**src/rtl/ex_hazard_ctrl_pkg.sv**
```systemverilog
// Shared types for the execute-stage hazard controller.
// Optional perf counters are enabled with HAZARD_PERF_CNT_EN.
package ex_hazard_ctrl_pkg;

  localparam logic [6:0] OPCODE_LOAD = 7'b0000011;

  localparam int FCNT_W = 3;

  typedef enum logic [1:0] {
    FWD_NONE = 2'd0,
    FWD_MEM  = 2'd1,
    FWD_WB   = 2'd2
  } fwd_sel_t;

  typedef enum logic {
    RUN   = 1'b0,
    FLUSH = 1'b1
  } hazard_state_t;

  typedef struct packed {
    logic ex;
    logic mem;
  } match_t;

  // The youngest producer wins, so EX beats MEM.
  function automatic fwd_sel_t fwd_pick(
    input match_t m
  );
    fwd_sel_t s;
    s = FWD_NONE;
    priority case (1'b1)
      m.ex:    s = FWD_MEM;
      m.mem:   s = FWD_WB;
      default: s = FWD_NONE;
    endcase
    return s;
  endfunction

endpackage

```
**src/rtl/ex_hazard_ctrl_if.sv**
```systemverilog
// Pipeline <-> hazard controller signal bundle.
// Perf counter ports exist only with HAZARD_PERF_CNT_EN.
interface ex_hazard_ctrl_if #(
  parameter int REG_ADDR_W = 5
);

  logic                  id_valid;
  logic [REG_ADDR_W-1:0] id_rs1;
  logic [REG_ADDR_W-1:0] id_rs2;
  logic                  id_uses_rs1;
  logic                  id_uses_rs2;

  logic                  ex_valid;
  logic [REG_ADDR_W-1:0] ex_rd;
  logic                  ex_reg_write;
  logic                  ex_is_load;
  logic                  ex_branch_taken;

  logic                  mem_valid;
  logic [REG_ADDR_W-1:0] mem_rd;
  logic                  mem_reg_write;
  logic                  mem_stall;

  logic                  stall_if;
  logic                  stall_id;
  logic                  bubble_ex;
  logic                  flush_if;
  logic                  flush_id;
  logic [1:0]            fwd_a_sel;
  logic [1:0]            fwd_b_sel;

`ifdef HAZARD_PERF_CNT_EN
  logic [31:0]           perf_stall_cnt;
  logic [31:0]           perf_flush_cnt;

  modport master (
    output id_valid, id_rs1, id_rs2,
    output id_uses_rs1, id_uses_rs2,
    output ex_valid, ex_rd, ex_reg_write,
    output ex_is_load, ex_branch_taken,
    output mem_valid, mem_rd, mem_reg_write,
    output mem_stall,
    input  stall_if, stall_id, bubble_ex,
    input  flush_if, flush_id,
    input  fwd_a_sel, fwd_b_sel,
    input  perf_stall_cnt, perf_flush_cnt
  );

  modport slave (
    input  id_valid, id_rs1, id_rs2,
    input  id_uses_rs1, id_uses_rs2,
    input  ex_valid, ex_rd, ex_reg_write,
    input  ex_is_load, ex_branch_taken,
    input  mem_valid, mem_rd, mem_reg_write,
    input  mem_stall,
    output stall_if, stall_id, bubble_ex,
    output flush_if, flush_id,
    output fwd_a_sel, fwd_b_sel,
    output perf_stall_cnt, perf_flush_cnt
  );
`else
  modport master (
    output id_valid, id_rs1, id_rs2,
    output id_uses_rs1, id_uses_rs2,
    output ex_valid, ex_rd, ex_reg_write,
    output ex_is_load, ex_branch_taken,
    output mem_valid, mem_rd, mem_reg_write,
    output mem_stall,
    input  stall_if, stall_id, bubble_ex,
    input  flush_if, flush_id,
    input  fwd_a_sel, fwd_b_sel
  );

  modport slave (
    input  id_valid, id_rs1, id_rs2,
    input  id_uses_rs1, id_uses_rs2,
    input  ex_valid, ex_rd, ex_reg_write,
    input  ex_is_load, ex_branch_taken,
    input  mem_valid, mem_rd, mem_reg_write,
    input  mem_stall,
    output stall_if, stall_id, bubble_ex,
    output flush_if, flush_id,
    output fwd_a_sel, fwd_b_sel
  );
`endif

endinterface

```
**src/rtl/ex_hazard_ctrl_match.sv**
```systemverilog
// RAW comparator for one decode source against EX and MEM.
// Purely combinational; x0 never matches.
module ex_hazard_ctrl_match
  import ex_hazard_ctrl_pkg::*;
#(
  parameter int REG_ADDR_W = 5
) (
  input  logic                  uses,
  input  logic [REG_ADDR_W-1:0] rs,
  input  logic                  ex_valid,
  input  logic                  ex_reg_write,
  input  logic [REG_ADDR_W-1:0] ex_rd,
  input  logic                  mem_valid,
  input  logic                  mem_reg_write,
  input  logic [REG_ADDR_W-1:0] mem_rd,
  output match_t                hit
);

  logic rs_live;
  logic ex_wr;
  logic mem_wr;

  // rd == rs, so a non-zero rs implies a non-zero rd.
  assign rs_live = uses & (|rs);
  assign ex_wr   = ex_valid & ex_reg_write;
  assign mem_wr  = mem_valid & mem_reg_write;

  assign hit.ex  = rs_live & ex_wr
                 & (ex_rd == rs);
  assign hit.mem = rs_live & mem_wr
                 & (mem_rd == rs);

endmodule

```
**src/rtl/ex_hazard_ctrl.sv**
```systemverilog
// Execute-stage hazard controller: forwarding, load-use, flush.
// Define HAZARD_PERF_CNT_EN for stall/flush perf counters.
module ex_hazard_ctrl
  import ex_hazard_ctrl_pkg::*;
#(
  parameter int REG_ADDR_W     = 5,
  parameter int BRANCH_PENALTY = 2
) (
  input logic            clk,
  input logic            rst_n,
  ex_hazard_ctrl_if.slave bus
);

  localparam logic [FCNT_W-1:0] FLUSH_LOAD =
    FCNT_W'(BRANCH_PENALTY - 1);
  localparam logic [FCNT_W-1:0] FCNT_ONE =
    FCNT_W'(1);

  match_t            m1;
  match_t            m2;
  hazard_state_t     state;
  logic [FCNT_W-1:0] fcnt;
  fwd_sel_t          fwd_a;
  fwd_sel_t          fwd_b;

  logic in_run;
  logic load_use;
  logic take_br;
  logic lu_bubble;
  logic advance;

  logic s_if;
  logic s_id;
  logic bub;
  logic f_if;
  logic f_id;

  ex_hazard_ctrl_match #(
    .REG_ADDR_W(REG_ADDR_W)
  ) u_rs1 (
    .uses         (bus.id_uses_rs1),
    .rs           (bus.id_rs1),
    .ex_valid     (bus.ex_valid),
    .ex_reg_write (bus.ex_reg_write),
    .ex_rd        (bus.ex_rd),
    .mem_valid    (bus.mem_valid),
    .mem_reg_write(bus.mem_reg_write),
    .mem_rd       (bus.mem_rd),
    .hit          (m1)
  );

  ex_hazard_ctrl_match #(
    .REG_ADDR_W(REG_ADDR_W)
  ) u_rs2 (
    .uses         (bus.id_uses_rs2),
    .rs           (bus.id_rs2),
    .ex_valid     (bus.ex_valid),
    .ex_reg_write (bus.ex_reg_write),
    .ex_rd        (bus.ex_rd),
    .mem_valid    (bus.mem_valid),
    .mem_reg_write(bus.mem_reg_write),
    .mem_rd       (bus.mem_rd),
    .hit          (m2)
  );

  assign in_run   = (state == RUN);
  assign load_use = in_run & bus.ex_is_load
                  & (m1.ex | m2.ex);
  assign take_br  = in_run & bus.ex_valid
                  & bus.ex_branch_taken
                  & ~bus.mem_stall;
  // A taken branch makes the dependent op wrong-path.
  assign lu_bubble = load_use & ~take_br
                   & ~bus.mem_stall;

  always_comb begin
    s_if = 1'b0;
    s_id = 1'b0;
    bub  = 1'b0;
    f_if = 1'b0;
    f_id = 1'b0;
    if (!rst_n) begin
      s_if = 1'b0;
    end else if (bus.mem_stall) begin
      s_if = 1'b1;
      s_id = 1'b1;
    end else if (!in_run) begin
      f_if = 1'b1;
      f_id = 1'b1;
    end else if (take_br) begin
      f_if = 1'b1;
      f_id = 1'b1;
      bub  = 1'b1;
    end else if (lu_bubble) begin
      s_if = 1'b1;
      s_id = 1'b1;
      bub  = 1'b1;
    end
  end

  assign advance = bus.id_valid & ~s_id
                 & ~bus.mem_stall & ~bub;

  always_ff @(posedge clk or negedge rst_n) begin
    if (!rst_n) begin
      state <= RUN;
      fcnt  <= '0;
    end else if (!bus.mem_stall) begin
      unique case (state)
        RUN: begin
          if (take_br && BRANCH_PENALTY > 1) begin
            state <= FLUSH;
            fcnt  <= FLUSH_LOAD;
          end
        end
        FLUSH: begin
          if (fcnt <= FCNT_ONE) begin
            state <= RUN;
            fcnt  <= '0;
          end else begin
            fcnt <= fcnt - FCNT_ONE;
          end
        end
        default: begin
          state <= RUN;
          fcnt  <= '0;
        end
      endcase
    end
  end

  // Selects travel with the instruction entering EX.
  always_ff @(posedge clk or negedge rst_n) begin
    if (!rst_n) begin
      fwd_a <= FWD_NONE;
      fwd_b <= FWD_NONE;
    end else if (!bus.mem_stall) begin
      if (advance) begin
        fwd_a <= fwd_pick(m1);
        fwd_b <= fwd_pick(m2);
      end else begin
        fwd_a <= FWD_NONE;
        fwd_b <= FWD_NONE;
      end
    end
  end

  assign bus.stall_if  = s_if;
  assign bus.stall_id  = s_id;
  assign bus.bubble_ex = bub;
  assign bus.flush_if  = f_if;
  assign bus.flush_id  = f_id;
  assign bus.fwd_a_sel = fwd_a;
  assign bus.fwd_b_sel = fwd_b;

`ifdef HAZARD_PERF_CNT_EN
  logic [31:0] stall_cnt;
  logic [31:0] flush_cnt;

  always_ff @(posedge clk or negedge rst_n) begin
    if (!rst_n) begin
      stall_cnt <= '0;
      flush_cnt <= '0;
    end else begin
      if (lu_bubble)
        stall_cnt <= stall_cnt + 32'd1;
      if (take_br)
        flush_cnt <= flush_cnt + 32'd1;
    end
  end

  assign bus.perf_stall_cnt = stall_cnt;
  assign bus.perf_flush_cnt = flush_cnt;
`endif

endmodule

```
**src/flat_wrapper.sv**
```systemverilog
// flat-port wrapper written by rule: the top's interface ports become plain ports
module ex_hazard_ctrl_flat import ex_hazard_ctrl_pkg::*;
#(
  parameter int REG_ADDR_W     = 5,
  parameter int BRANCH_PENALTY = 2
)
  (clk, rst_n, bus_id_valid, bus_id_rs1, bus_id_rs2, bus_id_uses_rs1, bus_id_uses_rs2, bus_ex_valid, bus_ex_rd, bus_ex_reg_write, bus_ex_is_load, bus_ex_branch_taken, bus_mem_valid, bus_mem_rd, bus_mem_reg_write, bus_mem_stall, bus_stall_if, bus_stall_id, bus_bubble_ex, bus_flush_if, bus_flush_id, bus_fwd_a_sel, bus_fwd_b_sel);
  ex_hazard_ctrl_if #(.REG_ADDR_W(REG_ADDR_W)) bus_i ();
  input logic clk;
  input logic rst_n;
  input wire logic [$bits(bus_i.id_valid)-1:0] bus_id_valid;
  input wire logic [$bits(bus_i.id_rs1)-1:0] bus_id_rs1;
  input wire logic [$bits(bus_i.id_rs2)-1:0] bus_id_rs2;
  input wire logic [$bits(bus_i.id_uses_rs1)-1:0] bus_id_uses_rs1;
  input wire logic [$bits(bus_i.id_uses_rs2)-1:0] bus_id_uses_rs2;
  input wire logic [$bits(bus_i.ex_valid)-1:0] bus_ex_valid;
  input wire logic [$bits(bus_i.ex_rd)-1:0] bus_ex_rd;
  input wire logic [$bits(bus_i.ex_reg_write)-1:0] bus_ex_reg_write;
  input wire logic [$bits(bus_i.ex_is_load)-1:0] bus_ex_is_load;
  input wire logic [$bits(bus_i.ex_branch_taken)-1:0] bus_ex_branch_taken;
  input wire logic [$bits(bus_i.mem_valid)-1:0] bus_mem_valid;
  input wire logic [$bits(bus_i.mem_rd)-1:0] bus_mem_rd;
  input wire logic [$bits(bus_i.mem_reg_write)-1:0] bus_mem_reg_write;
  input wire logic [$bits(bus_i.mem_stall)-1:0] bus_mem_stall;
  output wire logic [$bits(bus_i.stall_if)-1:0] bus_stall_if;
  output wire logic [$bits(bus_i.stall_id)-1:0] bus_stall_id;
  output wire logic [$bits(bus_i.bubble_ex)-1:0] bus_bubble_ex;
  output wire logic [$bits(bus_i.flush_if)-1:0] bus_flush_if;
  output wire logic [$bits(bus_i.flush_id)-1:0] bus_flush_id;
  output wire logic [$bits(bus_i.fwd_a_sel)-1:0] bus_fwd_a_sel;
  output wire logic [$bits(bus_i.fwd_b_sel)-1:0] bus_fwd_b_sel;
  assign bus_i.id_valid = bus_id_valid;
  assign bus_i.id_rs1 = bus_id_rs1;
  assign bus_i.id_rs2 = bus_id_rs2;
  assign bus_i.id_uses_rs1 = bus_id_uses_rs1;
  assign bus_i.id_uses_rs2 = bus_id_uses_rs2;
  assign bus_i.ex_valid = bus_ex_valid;
  assign bus_i.ex_rd = bus_ex_rd;
  assign bus_i.ex_reg_write = bus_ex_reg_write;
  assign bus_i.ex_is_load = bus_ex_is_load;
  assign bus_i.ex_branch_taken = bus_ex_branch_taken;
  assign bus_i.mem_valid = bus_mem_valid;
  assign bus_i.mem_rd = bus_mem_rd;
  assign bus_i.mem_reg_write = bus_mem_reg_write;
  assign bus_i.mem_stall = bus_mem_stall;
  assign bus_stall_if = bus_i.stall_if;
  assign bus_stall_id = bus_i.stall_id;
  assign bus_bubble_ex = bus_i.bubble_ex;
  assign bus_flush_if = bus_i.flush_if;
  assign bus_flush_id = bus_i.flush_id;
  assign bus_fwd_a_sel = bus_i.fwd_a_sel;
  assign bus_fwd_b_sel = bus_i.fwd_b_sel;
  ex_hazard_ctrl #(.REG_ADDR_W(REG_ADDR_W), .BRANCH_PENALTY(BRANCH_PENALTY)) u_core (.clk(clk), .rst_n(rst_n), .bus(bus_i));
endmodule
```
**config.mk**
```make
export PLATFORM = sky130hd
export DESIGN_NAME = ex_hazard_ctrl_flat
export DESIGN_NICKNAME = d
export VERILOG_FILES = /design/src/rtl/ex_hazard_ctrl_pkg.sv /design/src/rtl/ex_hazard_ctrl_if.sv /design/src/rtl/ex_hazard_ctrl_match.sv /design/src/rtl/ex_hazard_ctrl.sv /design/src/flat_wrapper.sv
export SDC_FILE = /design/constraint.sdc
export NUM_CORES = 1
export LEC_CHECK = 0
export CAP_MARGIN = 10
export CORE_MARGIN = 2
export CORE_UTILIZATION = 41
export DETAILED_ROUTE_END_ITERATION = 7
export GPL_TIMING_DRIVEN = 0
export PLACE_DENSITY = 0.91
export SLEW_MARGIN = 0
export SYNTH_ARGS = -nofsm -noshare
export SYNTH_HDL_FRONTEND = slang
export SYNTH_SLANG_ARGS = --single-unit
```
**constraint.sdc**
```tcl
create_clock -name clk -period 4.8 [get_ports clk]
set_clock_uncertainty 0.2 [all_clocks]
set_input_delay 0.96 -clock clk [delete_from_list [all_inputs] [get_ports clk]]
set_output_delay 0.96 -clock clk [all_outputs]
set_load 0.01 [all_outputs]
```
# Word-level counts from Yosys, hierarchy flattened
# Index checks and enable logic that the tools add are counted.
# op_classes
reduce_logical	3
magnitude_cmp	1
bitwise_logic	28
add_sub_neg	1
eq_ne	5
n_mux	24
# ops
cell	n
$and A1 B1 Y1	22
$eq A5 B5 Y1	4
$mux W1	14
$mux W2	6
$reduce_or A5 Y1	2
$mux W3	2
$pmux W3 S2	1
$not A1 Y1	5
$le A3 B1 Y1 const B	1
$sub A3 B1 Y3 const B	1
$ne A2 B2 Y1 const B	1
$pmux W1 S2	1
$reduce_and A2 Y1	1
$or A1 B1 Y1	1
# word_totals
regBits	8
word_cells	66
output_inout_bits	9
inputBits	32

# Depth between registers and ports, before layout
# Gate-level depths: netlist of the first run.
# depth
word_depth	18
mapped_depth	6
ltp_nobuf	5

# Hierarchy
# From an unflattened synthesis of the first run, not the netlist that was laid out.
# unflattened
cells_unflattened	93
hier_area_um2	783.3
# modules_own_cells
module	n_inst	area_per_inst_um2	seq_area_each_um2	cells_each
ex_hazard_ctrl	1	510.5	200.2	57
ex_hazard_ctrl_match	2	136.4	0.0	18

# Worst setup path after synthesis of the first run
# No wires, ideal clock.
# synth_timing
path_kind	in2out
start	input port bus_id_rs1[0]
end	output port bus_stall_if
arrival_time_ns	2.285
required_time_ns	3.640
cell_stages	6
slack_ns	1.355
path_buffers	1
path_cell_list	or4_4 -> o21ai_2 -> nor4_2 -> o21ai_0 -> o21ai_0 -> buf_4
# synth_between
elab_chain_cells	13
elab_cells_between_ends	14
cone_classes	eq/ne (1); mux (5); bitwise (7); reduce/logical (1)
# synth_rtl
element	line	rtl
from (decl)	flat_wrapper.sv:12	input wire logic [$bits(bus_i.id_rs1)-1:0] bus_id_rs1;
$reduce_or A5 Y1	ex_hazard_ctrl_match.sv:24	assign rs_live = uses & (|rs);
$and A1 B1 Y1	ex_hazard_ctrl_match.sv:24	
$and A1 B1 Y1	ex_hazard_ctrl_match.sv:28	assign hit.ex = rs_live & ex_wr
$and A1 B1 Y1 *	ex_hazard_ctrl_match.sv:29	& (ex_rd == rs);
$or A1 B1 Y1 *	ex_hazard_ctrl.sv:68	& (m1.ex | m2.ex);
$and A1 B1 Y1 *	ex_hazard_ctrl.sv:68	
$and A1 B1 Y1 *	ex_hazard_ctrl.sv:73	assign lu_bubble = load_use & ~take_br
$and A1 B1 Y1 *	ex_hazard_ctrl.sv:74	& ~bus.mem_stall;
$mux W1 * (5 in series)	--	
to (decl)	flat_wrapper.sv:25	output wire logic [$bits(bus_i.stall_if)-1:0] bus_stall_if;
# Every way passes the cells marked *; elsewhere a longest branch is shown, timed or not.

# Final worst setup path of the first run
# layout_timing
start	input port bus_id_rs1[1]
end	output port bus_stall_if
# layout_between
elab_chain_cells	13
elab_cells_between_ends	14
cone_classes	eq/ne (1); mux (5); bitwise (7); reduce/logical (1)
# layout_rtl
element	line	rtl
$reduce_or A5 Y1	ex_hazard_ctrl_match.sv:24	
$and A1 B1 Y1	ex_hazard_ctrl_match.sv:24	
$and A1 B1 Y1	ex_hazard_ctrl_match.sv:28	
$and A1 B1 Y1 *	ex_hazard_ctrl_match.sv:29	
$or A1 B1 Y1 *	ex_hazard_ctrl.sv:68	
$and A1 B1 Y1 *	ex_hazard_ctrl.sv:68	
$and A1 B1 Y1 *	ex_hazard_ctrl.sv:73	
$and A1 B1 Y1 *	ex_hazard_ctrl.sv:74	
$mux W1 *	ex_hazard_ctrl.sv:94	end else if (lu_bubble) begin
$mux W1 *	ex_hazard_ctrl.sv:90	end else if (take_br) begin
$mux W1 *	ex_hazard_ctrl.sv:87	end else if (!in_run) begin
$mux W1 *	ex_hazard_ctrl.sv:84	end else if (bus.mem_stall) begin
$mux W1 *	ex_hazard_ctrl.sv:82	if (!rst_n) begin
# Marked as above.

==> metrics, run 1 <==
status finished clean; Synth async-reset ratio 100%; Worst-Skew Late Latency 260 ps; Max Freq 220 MHz; Mapped Cells 83; vias in the first global route 743; GRT Residual Overflow 0; CTS tree built; Power Dens Cells 214 nW/um2; fin crit period 4540 ps; Worst-path clk slew 50 ps; DRC Markers 0; Clock Power Share 20.0%; Design Power 0.258 mW; Crit path max-delay family buffers and inverters; Rel. slew slack 70.4%; Chip Width 46.9 um; endpoints failing setup 0; pin count of the biggest net entering global routing 12; Tightest Pin Transition 443 ps; setup repair bufs after CTS 0; Worst path slowest cell clkdlybuf4s50_1; Routed Antenna Nets 0; crit-path max cell delay 570 ps; initial antenna violation count 0; Bufs and invs on worst path 3; combinational group share of total power 45.8%; leakage 0.447 nW; final worst-path cycle share 94.5%; ys flop type dfrtp_1; vias per inst 5.11; post-layout net count 162; Clock Tree Root clkbuf_4; Routed wire per std cell 12.3 um; TritonCTS Sinks 8; Pins Over Slew Limit 0; largest driver fanout on the critical path 4; core area 1730 um2; first-pass GRT wire length 3.06 mm; number of library cell types mapped by synthesis 32; CTS buffer count 3; most instantiated library cell after synthesis xnor2_1; drt total wl 1.85 mm; I/O Buffers 40; top area cells in the synthesized netlist dfrtp_1 (27%), xnor2_1 (14%), xor2_1 (9.3%); DR vias 771; Hold-fix buffers, CTS 0; average cell area after synthesis 9.07 um2; Yosys reg bits 8; mapped cell area 753 um2; CP Class in2out; Die Ht 46.9 um; Post-synth top cells xnor2_1 (12), dfrtp_1 (8), xor2_1 (8); sequential fraction of the synthesis area 26.6%; unrepaired setup endpoints after global routing false; die area 2200 um2; CP Cell Sequence clkdlybuf4s50_1, xnor2_1, nand4_1, nor4_2, o21ai_0, o21ai_0, buf_4, clkdlybuf4s50_1; min-delay worst type reg2reg; Pre-antenna DRT Iters 4; detailed placement HPWL 1.67 mm; GRT Util Overall 19.7%; Sw Share 33.7%; Setup TNS 0 ps; Fillers 140; Yosys top cell by area dfrtp_1; Fin. Hold Viols 0; number of I/O pins 41; Rows 15; Synth Net Count 117; CP endpoint kind output pin; net switching power 0.0871 mW; layout cells sized above 1 10.3%; CP arrival 3380 ps; CP Launch Type input pin; internal power 0.171 mW; WP data required 3640 ps; Ant. Diodes 0; Initial Util 43.6%; cells resized by post-CTS repair 0; r2r setup slk 3080 ps; Ys Warns 0; drt first-iter violations 7; EDFF count, synth 0; clock buffer depth 2; Worst IR Drop VDD 96.3 uV; max-cap violation count 0; area share of the largest cell type after synthesis 26.6%; CTS HTree Levels 1; GPL Wtd Cong 0.873; Area Overhead vs Synth 60.3%; sequential share of power 34.2%
[placed cells by master (no fill, tap or decap)]
cell type / count
a22oi_1: 1
clkbuf_4: 3
o31ai_1: 1
nor2_1: 4
o21bai_1: 1
xnor2_1: 12
mux2i_1: 2
or4_4: 2
nor4_1: 2
o21ai_2: 2
nand2_1: 6
inv_1: 2
dfrtp_1: 8
clkbuf_1: 1
nor3_1: 2
a21oi_1: 1
nor2b_1: 1
nand2b_1: 2
and2_1: 1
ha_1: 2
a22o_1: 3
nand3_1: 2
nand4_1: 2
nor4_2: 2
o21ai_0: 4
buf_4: 2
clkdlybuf4s50_1: 40
a32o_1: 2
a22o_2: 1
xor2_1: 8
nor3b_1: 1
a211oi_1: 1
or2_2: 1
o2111ai_1: 1
[state kept, by name, summed over array words and instances, names as in the netlist]
register              flops
u_core.fcnt               3
u_core.bus.fwd_b_sel      2
u_core.bus.fwd_a_sel      2
u_core.state              1
[worst paths after layout]
path | start | cells past startpoint | end
setup / recovery | bus_id_rs1[1] | 8 | bus_stall_if
hold / removal | u_core.bus.fwd_b_sel[1]$_DFFE_PN0N_ | 1 | u_core.bus.fwd_b_sel[1]$_DFFE_PN0N_
setup reg to reg | u_core.state$_DFFE_PN0N_ | 4 | u_core.bus.fwd_b_sel[0]$_DFFE_PN0N_
hold reg to reg | u_core.bus.fwd_b_sel[1]$_DFFE_PN0N_ | 1 | u_core.bus.fwd_b_sel[1]$_DFFE_PN0N_
max in group asynchronous | rst_n | 1 | u_core.bus.fwd_a_sel[1]$_DFFE_PN0N_
min in group asynchronous | rst_n | 1 | u_core.state$_DFFE_PN0N_
[cell families after synthesis]
| logic type | count (synthesis) | share of synthesized area (%) |
|---|---|---|
| XOR/XNOR | 20 | 23.3 |
| AND/OR/NAND/NOR | 28 | 22.4 |
| AO/OA/AOI/OAI | 18 | 18.3 |
| multiplexers | 2 | 2.66 |
| flip-flops | 8 | 26.6 |
| buffers and inverters | 5 | 3.49 |
| adder cells (fa/ha/maj) | 2 | 3.32 |
[routing by layer]
| layer | GRT usage, % | part of all wire [%] | up-vias |
|---|---|---|---|
| li1 | - | - | 390 |
| met1 | 19.3 | 36 | 346 |
| met2 | 41.1 | 57 | 31 |
| met3 | 2.31 | 6.3 | 4 |
| met4 | 6.67 | 0.59 | 0 |
| met5 | 0 | 0 | - |
[cell type report]
| class | instances | area [um2] | area share [%] |
|---|---|---|---|
| plain buffers | 3 | 18.8 | 1.55 |
| clock buffers | 3 | 22.5 | 1.87 |
| inverters | 2 | 7.51 | 0.622 |
| multi-input cells | 70 | 527 | 43.6 |
| flip-flops and latches | 8 | 200 | 16.6 |
| well taps | 25 | 31.3 | 2.59 |
| repair buffers | 40 | 400 | 33.2 |
[metrics by stage]
| step | hold slack, ps | instance area, um2 | util [%] | cells | setup WS [ps] |
|---|---|---|---|---|---|
| floorplan | 286 | 753 | - | 83 | 1360 |
| global placement | 302 | 1180 | 68.6 | 148 | 316 |
| detailed placement | 307 | 1180 | 68.6 | 148 | 239 |
| CTS | 318 | 1210 | 69.9 | 151 | 246 |
| global route | 323 | 1210 | 69.9 | 151 | 29.7 |
| finish | 313 | 1210 | 69.9 | 151 | 263 |
[power groups by stage]
stage,Sequential [mW],Combinational [mW],Clock [mW]
floorplan,0.0865,0.0684,0
global route,0.0901,0.134,0.0584
global placement,0.0885,0.115,0
CTS,0.0885,0.120,0.0531
finish,0.0883,0.118,0.0516
detailed placement,0.0896,0.120,0
No activity file was read; power rests on OpenSTA's default activity.
==> inputs of run 2 (changes only) <==
--- a/config.mk
+++ b/config.mk
@@ -7,10 +7,10 @@
 export LEC_CHECK = 0
 export CAP_MARGIN = 10
 export CORE_MARGIN = 2
-export CORE_UTILIZATION = 41
+export CORE_UTILIZATION = 32
 export DETAILED_ROUTE_END_ITERATION = 7
 export GPL_TIMING_DRIVEN = 0
-export PLACE_DENSITY = 0.91
+export PLACE_DENSITY = 0.75
 export SLEW_MARGIN = 0
 export SYNTH_ARGS = -nofsm -noshare
 export SYNTH_HDL_FRONTEND = slang
==> metrics, run 2 (synthesis results as in run 1) <==
status finished clean (unchanged); Rel. slew slack 68.5% (was 70.4%); largest driver fanout on the critical path 4 (unchanged); WHS 316 ps (was 313 ps); Clock Tree Root clkbuf_4 (unchanged); vias per inst 5.08 (was 5.11); initial antenna violation count 0 (unchanged); M1 GR Usage 16.3% (was 19.3%); layout cells sized above 1 10.3% (unchanged); FF+latch area 200 um2 (unchanged); die area 2760 um2 (was 2200 um2); min setup slack post-route 271 ps (was 263 ps); CTS buffer count 3 (unchanged); commonest cells after routing, fill and taps aside clkdlybuf4s50_1 (40), xnor2_1 (12), xor2_1 (8), dfrtp_1 (8), nand2_1 (6) (unchanged); post-layout net count 162 (unchanged); GR Util met2 32.9% (was 41.1%); Power Dens Cells 214 nW/um2 (about the same); GPL Wtd Cong 0.786 (was 0.873); Chip Width 52.5 um (was 46.9 um); footprint of the multi-input gates 527 um2 (unchanged); CTS HTree Levels 1 (unchanged); CP Launch Type input pin (unchanged); Routed wire per std cell 13.1 um (was 12.3 um); setup slack at placement 239 ps (about the same); GRT Max-Usage Layer met2 (unchanged); endpoints failing setup 0 (unchanged); vias in the first global route 850 (was 743); GRT Util Overall 16.8% (was 19.7%); max FFs per register 3 (unchanged); drt first-iter violations 11 (was 7); Design Power 0.259 mW (was 0.258 mW); Pre-antenna DRT Iters 4 (unchanged); Die Ht 52.5 um (was 46.9 um); CP arrival 3370 ps (was 3380 ps); Initial Util 34.0% (was 43.6%); CTS tree built (unchanged); most common cell after layout, fill and taps aside clkdlybuf4s50_1 (unchanged); Max Freq 221 MHz (was 220 MHz); Setup TNS 0 ps (unchanged); pin count of the biggest net entering global routing 12 (unchanged); fin crit period 4530 ps (was 4540 ps); detailed placement HPWL 1.80 mm (was 1.67 mm); core area 2210 um2 (was 1730 um2); number of I/O pins 41 (unchanged); Routed Antenna Nets 0 (unchanged); TritonCTS Sinks 8 (unchanged); Worst IR Drop VDD 106 uV (was 96.3 uV); Ant. Diodes 0 (unchanged); clock buffer depth 2 (unchanged); setup repair bufs after CTS 0 (unchanged); met3 usage in global routing 4.29% (was 2.31%); max-cap violation count 0 (unchanged); GRT Residual Overflow 0 (unchanged); I/O Buffers 40 (unchanged); Worst-Skew Late Latency 250 ps (was 260 ps); WP data required 3640 ps (about the same); drt total wl 2.02 mm (was 1.85 mm); Worst-path clk slew 50 ps (about the same); unrepaired setup endpoints after global routing false (unchanged); CP endpoint kind output pin (unchanged); leakage 0.447 nW (unchanged); Fillers 217 (was 140); R2R depth 4 (unchanged); DRC Markers 0 (unchanged); register with the most flip-flops u_core.fcnt (unchanged); post-layout instance area 1210 um2 (about the same); Tightest Pin Transition 471 ps (was 443 ps); Rows 17 (was 15); cells resized by post-CTS repair 0 (unchanged); final worst-path cycle share 94.3% (was 94.5%); Fin. Hold Viols 0 (unchanged); Pins Over Slew Limit 0 (unchanged); first-pass GRT wire length 3.43 mm (was 3.06 mm); Area Overhead vs Synth 60.8% (was 60.3%); hold depth 1 (unchanged); dpl cell area 1190 um2 (was 1180 um2); min-delay worst type reg2reg (unchanged); CP Class in2out (unchanged); DR vias 783 (was 771); Hold-fix buffers, CTS 0 (unchanged)
-- run 2: cell counts in the layout (fill, tap and decap cells not counted) --
Identical to the previous run, type by type.
-- run 2: area by class of cell --
cell class	instances	share of cell area (%)
multi-input cells	70	43.5
inverters	2	0.620
plain buffers	3	1.55
well taps	28	2.89
clock buffers	3	1.86
repair buffers	40	33.1
flip-flops and latches	8	16.5
-- run 2: final timing paths --
check / startpoint / endpoint / slack, ps
max in group asynchronous: rst_n / u_core.fcnt[0]$_DFFE_PN0P_ / 3240
hold / removal: u_core.fcnt[1]$_DFFE_PN0P_ / u_core.fcnt[1]$_DFFE_PN0P_ / 320
min in group asynchronous: rst_n / u_core.state$_DFFE_PN0N_ / 830
setup reg to reg: u_core.state$_DFFE_PN0N_ / u_core.bus.fwd_b_sel[0]$_DFFE_PN0N_ / 3090
hold reg to reg: u_core.fcnt[1]$_DFFE_PN0P_ / u_core.fcnt[1]$_DFFE_PN0P_ / 320
setup / recovery: bus_id_rs1[1] / bus_stall_if / 270
-- run 2: where the power goes --
part | internal (mW) | switching (mW)
registers | 0.0776 | 0.0105
logic | 0.0652 | 0.0565
clock network | 0.0285 | 0.0210
-- run 2: stage by stage --
stage | cells | util (%)
floorplan | 83 | -
global placement | 151 | 53.7
detailed placement | 151 | 53.7
CTS | 154 | 54.8
global route | 154 | 54.8
finish | 154 | 54.8
-- run 2: critical path: stages --
cell and delay [ps]:
clkdlybuf4s50_1 560, xnor2_1 140, nand4_1 120, nor4_2 410, o21ai_0 190, o21ai_0 280
buf_4 160, clkdlybuf4s50_1 530
-- run 2: routing by layer --
| layer | up-vias | routed length (um) |
|---|---|---|
| met5 | - | 0 |
| met4 | 0 | 23 |
| met3 | 5 | 159 |
| met2 | 37 | 1070 |
| met1 | 352 | 760 |
| li1 | 389 | - |
